==> src/rtl/alu_8.sv <==
// alu_8: 8-bit execute-stage ALU with registered result and flags.
// Ripple add/sub, logic and shift units feed a flag mux and output flops.

module alu_8_fa (
  input  logic a,
  input  logic b,
  input  logic ci,
  output logic s,
  output logic co
);

  // one-bit full adder cell
  always_comb begin
    s  = a ^ b ^ ci;
    co = (a & b) | (ci & (a ^ b));
  end

endmodule

module alu_8_addsub (
  input  logic [7:0] a,
  input  logic [7:0] b,
  input  logic       sub,
  output logic [7:0] r,
  output logic       cf,
  output logic       vf
);

  logic [7:0] bx;
  logic [8:0] c;

  // subtract is a + ~b + 1
  always_comb begin
    bx = b ^ {8{sub}};
  end

  assign c[0] = sub;

  genvar i;
  generate
    for (i = 0; i < 8; i++) begin : g_fa
      alu_8_fa u_fa (
        .a  (a[i]),
        .b  (bx[i]),
        .ci (c[i]),
        .s  (r[i]),
        .co (c[i+1])
      );
    end
  endgenerate

  // carry-out inverts into borrow on subtract;
  // signed overflow when the top two carries disagree
  always_comb begin
    cf = c[8] ^ sub;
    vf = c[8] ^ c[7];
  end

endmodule

module alu_8_logic (
  input  logic [7:0] a,
  input  logic [7:0] b,
  input  logic [1:0] sel,
  output logic [7:0] r
);

  // sel is opcode[1:0]: 10 and, 11 or, 00 xor, 01 not
  always_comb begin
    r = '0;
    unique case (sel)
      2'b10: r = a & b;
      2'b11: r = a | b;
      2'b00: r = a ^ b;
      2'b01: r = ~a;
      default: r = '0;
    endcase
  end

endmodule

module alu_8_shift (
  input  logic [7:0] a,
  input  logic       right,
  output logic [7:0] r,
  output logic       co
);

  // single-bit logical shift; the bit shifted out goes to carry
  always_comb begin
    if (right) begin
      r  = {1'b0, a[7:1]};
      co = a[0];
    end else begin
      r  = {a[6:0], 1'b0};
      co = a[7];
    end
  end

endmodule

module alu_8 (
  input  logic       clk,
  input  logic       rst,
  input  logic [7:0] a,
  input  logic [7:0] b,
  input  logic [2:0] opcode,
  output logic [7:0] out,
  output logic       carry,
  output logic       zero,
  output logic       neg,
  output logic       ovf
);

  localparam logic [2:0] OP_ADD = 3'b000;
  localparam logic [2:0] OP_SUB = 3'b001;
  localparam logic [2:0] OP_AND = 3'b010;
  localparam logic [2:0] OP_OR  = 3'b011;
  localparam logic [2:0] OP_XOR = 3'b100;
  localparam logic [2:0] OP_NOT = 3'b101;
  localparam logic [2:0] OP_SHL = 3'b110;
  localparam logic [2:0] OP_SHR = 3'b111;

  logic [7:0] as_r;
  logic       as_c;
  logic       as_v;
  logic [7:0] lg_r;
  logic [7:0] sh_r;
  logic       sh_c;

  logic [7:0] out_d,   out_q;
  logic       carry_d, carry_q;
  logic       zero_d,  zero_q;
  logic       neg_d,   neg_q;
  logic       ovf_d,   ovf_q;

  alu_8_addsub u_addsub (
    .a   (a),
    .b   (b),
    .sub (opcode[0]),
    .r   (as_r),
    .cf  (as_c),
    .vf  (as_v)
  );

  alu_8_logic u_logic (
    .a   (a),
    .b   (b),
    .sel (opcode[1:0]),
    .r   (lg_r)
  );

  alu_8_shift u_shift (
    .a     (a),
    .right (opcode[0]),
    .r     (sh_r),
    .co    (sh_c)
  );

  // pick the unit result and its flags, then derive zero/neg
  always_comb begin
    out_d   = '0;
    carry_d = 1'b0;
    ovf_d   = 1'b0;
    unique case (opcode)
      OP_ADD, OP_SUB: begin
        out_d   = as_r;
        carry_d = as_c;
        ovf_d   = as_v;
      end
      OP_AND, OP_OR, OP_XOR, OP_NOT: begin
        out_d = lg_r;
      end
      OP_SHL, OP_SHR: begin
        out_d   = sh_r;
        carry_d = sh_c;
      end
      default: begin
        out_d = '0;
      end
    endcase
    zero_d = (out_d == 8'h00);
    neg_d  = out_d[7];
  end

  // single pipeline register; reset clears result and flags
  always_ff @(posedge clk) begin
    if (rst) begin
      out_q   <= '0;
      carry_q <= 1'b0;
      zero_q  <= 1'b0;
      neg_q   <= 1'b0;
      ovf_q   <= 1'b0;
    end else begin
      out_q   <= out_d;
      carry_q <= carry_d;
      zero_q  <= zero_d;
      neg_q   <= neg_d;
      ovf_q   <= ovf_d;
    end
  end

  assign out   = out_q;
  assign carry = carry_q;
  assign zero  = zero_q;
  assign neg   = neg_q;
  assign ovf   = ovf_q;

endmodule

==> config.mk <==
export PLATFORM = sky130hd
export DESIGN_NAME = alu_8
export DESIGN_NICKNAME = d
export VERILOG_FILES = /design/src/rtl/alu_8.sv
export SDC_FILE = /design/constraint.sdc
export NUM_CORES = 1
export LEC_CHECK = 0
export ABC_AREA = 1
export CORE_MARGIN = 1
export CORE_UTILIZATION = 55
export CTS_BUF_LIST = sky130_fd_sc_hd__clkbuf_8
export DETAILED_ROUTE_END_ITERATION = 6
export HOLD_SLACK_MARGIN = 0.12
export PLACE_DENSITY_LB_ADDON = 0.25
export SKIP_CTS_REPAIR_TIMING = 1
export SKIP_LAST_GASP = 1
export SLEW_MARGIN = 20
export SYNTH_ARGS = -nofsm -noshare
export SYNTH_HDL_FRONTEND = slang
export SYNTH_HIERARCHICAL = 1
export SYNTH_SLANG_ARGS = --single-unit
==> constraint.sdc <==
create_clock -name clk -period 12 [get_ports clk]
set_clock_uncertainty 0.05 [all_clocks]
set_input_delay 1.2 -clock clk [delete_from_list [all_inputs] [get_ports clk]]
set_output_delay 1.2 -clock clk [all_outputs]
set_load 0.03 [all_outputs]
=== After elaboration in Yosys (flattened, before gate mapping) ===
Cells that the tools add are included.

* Input port bits: 21
* Flip-flop bits (word level): 12
* Output and inout bits: 12
* Word-level logic and storage cells: 75

* Bitwise logic cells: 48
* Equality and inequality tests: 10
* Muxes and demuxes: 5
* Reductions and logical operators: 7

{| class="wikitable"
|+ Operators with widths
! cell !! count
|-
| one-hot mux 8 bit (4 select lines) || 1
|-
| one-hot mux 8 bit (3 select lines) || 1
|-
| XOR 1 bit || 18
|-
| bitwise AND 1 bit || 16
|-
| XOR 8 bit || 2
|-
| == test 3 bit, second input constant || 4
|-
| bitwise AND 8 bit || 1
|-
| logical NOT 8 bit || 1
|-
| 2-to-1 mux 8 bit || 1
|-
| inverter 8 bit || 1
|-
| OR 1 bit || 8
|-
| OR 8 bit || 1
|-
| == test 3 x 2 -> 1 bit, second input constant || 2
|-
| OR reduction 2 bit || 3
|-
| == test 2 bit, second input constant || 2
|-
| OR reduction 4 bit || 1
|-
| == test 3 x 1 -> 1 bit, second input constant || 1
|-
| logical NOT 3 bit || 1
|-
| == test 2 x 1 -> 1 bit, second input constant || 1
|-
| logical NOT 2 bit || 1
|-
| one-hot mux 1 bit (2 select lines) || 1
|-
| 2-to-1 mux 1 bit || 1
|-
| inverter 1 bit || 1
|}

=== Logic depth before layout (Yosys ltp) ===
* Depth in word-level cells: 20
* Mapped depth: 17
* Mapped depth without buffers: 16

=== Modules after synthesis ===
Netlist, hierarchy kept.

{| class="wikitable"
|+ Modules (own cells, without submodules)
! module !! times used !! sequential area each (sq um) !! cells each !! area an instance (sq um)
|-
| alu_8_logic || 1 || 0.0 || 86 || 558.0
|-
| alu_8 || 1 || 220.2 || 72 || 503.0
|-
| alu_8_addsub || 1 || 0.0 || 42 || 165.2
|-
| alu_8_fa || 8 || 0.0 || 1 || 20.0
|-
| alu_8_shift || 1 || 0.0 || 27 || 108.9
|}

=== Worst setup path after synthesis ===
No wires, ideal clock.

* Path type: input to register
* Start: input opcode[0]
* End: register zero_q (netlist: zero)
* Required time: 11,886 ps
* Arrival time: 4,984 ps
* Cell stages on the path: 17
* Path slack: 6,902 ps
* Path buffers: 1
* Library setup time: 64 ps
* Cells stage by stage: buf_6 inv_2 nand2_1 nand2_1 fa_1 fa_1 fa_1 fa_1 fa_1 fa_1 fa_1 fa_1 nand2_1 nand3_1 nor2_1 nand3_1 nor2_1

* Longest elaborated chain between the ends: 19
* Elaborated cells on any way between the ends: 57
* Those cells by class: eq/ne (10); mux (3); bitwise (38); reduce/logical (6)

{| class="wikitable"
|+ RTL lines
! what !! line !! text
|-
| start: declaration || 107 || <nowiki>input logic [2:0] opcode,</nowiki>
|-
| XOR 8 bit * || 34 || <nowiki>bx = b ^ {8{sub}};</nowiki>
|-
| named net u_addsub.bx[0] || 29 || <nowiki>logic [7:0] bx;</nowiki>
|-
| XOR 1 bit || 15 || <nowiki>co = (a & b) | (ci & (a ^ b));</nowiki>
|-
| bitwise AND 1 bit || 15 ||
|-
| OR 1 bit * || 15 ||
|-
| named net u_addsub.c[1] || 30 || <nowiki>logic [8:0] c;</nowiki>
|-
| bitwise AND 1 bit * || 15 ||
|-
| OR 1 bit * || 15 ||
|-
| named net u_addsub.c[2] || 30 ||
|-
| [... 2 more ...] || - ||
|-
| named net u_addsub.c[3] || 30 ||
|-
| [... 2 more ...] || - ||
|-
| named net u_addsub.c[4] || 30 ||
|-
| [... 2 more ...] || - ||
|-
| named net u_addsub.c[5] || 30 ||
|-
| [... 2 more ...] || - ||
|-
| named net u_addsub.c[6] || 30 ||
|-
| bitwise AND 1 bit * || 15 ||
|-
| OR 1 bit * || 15 ||
|-
| named net u_addsub.c[7] || 30 ||
|-
| XOR 1 bit * || 14 || <nowiki>s = a ^ b ^ ci;</nowiki>
|-
| named net as_r[7] || 124 || <nowiki>logic [7:0] as_r;</nowiki>
|-
| one-hot mux 8 bit (3 select lines) * || 165 || <nowiki>unique case (opcode)</nowiki>
|-
| logical NOT 8 bit * || 182 || <nowiki>zero_d = (out_d == 8'h00);</nowiki>
|-
| end signal: assignment || 197 || <nowiki>zero_q <= zero_d;</nowiki>
|-
| end: declaration || 133 || <nowiki>logic zero_d, zero_q;</nowiki>
|}

The timed path passes the listed nets; every way through them passes the cells marked *.
A chain may end at the register's enable or synchronous reset.

=== Worst setup path after layout ===
Same ends and word-level chain as after synthesis.

==> flow_summary.json <==
{
  "outcome": "finished clean",
  "period_share_pct": 48.7,
  "holdWs_ps": 1700,
  "grt_pass1_vias": 1288,
  "fp-row-count": 18,
  "synthXorXnorAreaFrac_pct": 0,
  "synth-async-reset-ratio_pct": 0,
  "post-dp-hpwl_mm": 2.57,
  "syn_inst": 235,
  "synth_compound_area_share_pct": 3.43,
  "hp-class": "primary input to register",
  "wire_per_inst_um": 10.6,
  "seqPwrFrac_pct": 28.5,
  "synth_top_family_by_area": "simple AND/OR/NAND/NOR gates",
  "seq_area_um2": 220,
  "synthFlopType": "dfxtp_1",
  "die_area_um2": 2930,
  "drv_slew": 0,
  "antenna_found_initial": 0,
  "wl_mm": 3.13,
  "multiInputGateArea_um2": 1030,
  "cp-start-kind": "primary input",
  "firstDrtPassIters": 4,
  "cts_inserted_buffers": 3,
  "final_common_cell": "nand2_1",
  "drc_errors": 0,
  "syn_avg_cell_area_um2": 6.36,
  "design_area_um2": 1820,
  "coreArea_um2": 2520,
  "synth-seq-cells": 11,
  "detail-route-antenna-nets": 0,
  "placed_cell_area_um2": 1780,
  "die_x_um": 54.1,
  "critPathRequiredTime_ps": 12080,
  "pin_count": 33,
  "synth_mux_area_share_pct": 0,
  "vias": 1493,
  "p_comb_share_pct": 46.9,
  "gp_congestion": 0.849,
  "path_max_fanout": 31,
  "maxCapViolations": 0,
  "antenna_cells": 0,
  "swShare_pct": 37.1,
  "final_cell_mix": "91 x nand2_1, 39 x inv_1, 32 x clkdlybuf4s50_1",
  "syn_area_um2": 1500,
  "setup_violations": 0,
  "fmax_ghz": 0.171,
  "n_fill_cell": 224,
  "switchingPower_mw": 0.0529,
  "start_util_pct": 59.3,
  "grt_pass1_wl_mm": 5.46,
  "p_int_mw": 0.0898,
  "clk_pin_slew_ps": 50,
  "synth_edf_count": 0,
  "worst-endpoint-arrival_ps": 5920,
  "drtIter0Drc": 58,
  "avgViaCountPerCell": 5.08,
  "ys_types": 21,
  "tns_ps": 0,
  "cts-htree-levels": 1,
  "yosysWarnings": 6,
  "power_leakage_nw": 0.975,
  "rsz0062_at_grt": "false",
  "gr-total-overflow": 0,
  "cts_tree": "done",
  "clockPowerShare_pct": 24.6,
  "io_buffers": 32,
  "finalHoldViolCount": 0,
  "cts_max_path_buffers": 2,
  "layout_min_cycle_time_ps": 5840,
  "grt_max_degree": 32,
  "tightest_slew_ps": 1010,
  "path_class": "primary input to register",
  "nets": 310,
  "yosys.area_share.adder_pct": 24.1,
  "drive_gt1_share_pct": 4.92,
  "cts_sinks": 11,
  "yosysSeqAreaShare_pct": 14.7,
  "synth_nets": 280,
  "p_per_area_nw_per_um2": 78.3,
  "slew_headroom_pct": 32.6,
  "syn2layout_area_growth_pct": 21.9,
  "track_usage_pct": 25.4,
  "synth-simple-area-share_pct": 41.2,
  "ir_drop_v": 0.0000876,
  "critPathCaptureType": "register",
  "die_h_um": 54.1,
  "cts_root_buf": "clkbuf_8"
}
-- final timing paths --
| kind | from | depth (start not counted) | end |
|---|---|---|---|
| hold / removal | rst | 2 | out[3] |
| setup / recovery | opcode[0] | 18 | zero |
-- synth_stat cells, types with 2 or more instances --
cell type	number	share of area [%]
nor2_2	2	0.84
dfxtp_1	11	15
inv_2	2	0.50
inv_1	38	9.5
nor2_1	9	2.3
a31oi_1	5	2.1
nand4_1	8	3.3
buf_6	5	3.8
fa_1	8	11
a21oi_1	4	1.3
ha_1	16	13
nand2_1	91	23
nand3_1	28	9.4
-- power by group through the flow --
stage / registers [mW] / clock network, mW / logic [mW]
final: 0.0406 / 0.0352 / 0.0669
after global placement: 0.0412 / 0 / 0.0654
after detailed placement: 0.0413 / 0 / 0.0666
after floorplan: 0.0479 / 0 / 0.0376
after global routing: 0.0410 / 0.0383 / 0.0761
after CTS: 0.0407 / 0.0354 / 0.0668
-- flip-flops by register name, summed over array words and instances, names as in the netlist --
name	flops
out	8
carry	1
ovf	1
zero	1
-- worst max-delay path, cell delays in order --
cell and delay, ps:
clkdlybuf4s50_1 450, buf_4 330, inv_2 150, nand2_1 90
nand2_1 70, fa_1 400, fa_1 390, fa_1 390
fa_1 390, fa_1 390, fa_1 400, fa_1 450
fa_1 500, nand2_1 60, nand3_1 110, nor2_1 40
nand3_1 50, nor2_1 40
-- final cells by class --
class | instances | share of cell area, %
inverters | 42 | 9.06
clock buffers | 3 | 2.26
multi-input cells | 174 | 56.3
repair buffers | 33 | 18.0
well taps | 30 | 2.06
flip-flops and latches | 11 | 12.1
clock inverters | 1 | 0.206
-- metrics by stage --
| stage | utilization [%] | setup slack [ps] | instances | power, mW |
|---|---|---|---|---|
| after floorplan | - | 6900 | 235 | 0.0855 |
| after global placement | 70.5 | 5990 | 290 | 0.107 |
| after detailed placement | 70.5 | 5940 | 290 | 0.108 |
| after CTS | 72.3 | 6180 | 294 | 0.143 |
| after global routing | 72.3 | 5870 | 294 | 0.155 |
| final | 72.3 | 6160 | 294 | 0.143 |
-- cell families (layout without fill, tap and decap cells) --
group	after synthesis	after routing
AND/OR/NAND/NOR	141	141
buffers and inverters	50	79
flip-flops	11	11
adder cells (fa/ha/maj)	24	24
AO/OA/AOI/OAI	9	9
-- per-layer routing --
metal	GRT usage, %	wire (um)
met5	0	0
met4	6.84	12
met3	2.26	165
met2	42.7	1460
met1	34.1	1480
(Power assumes the default switching activity.)
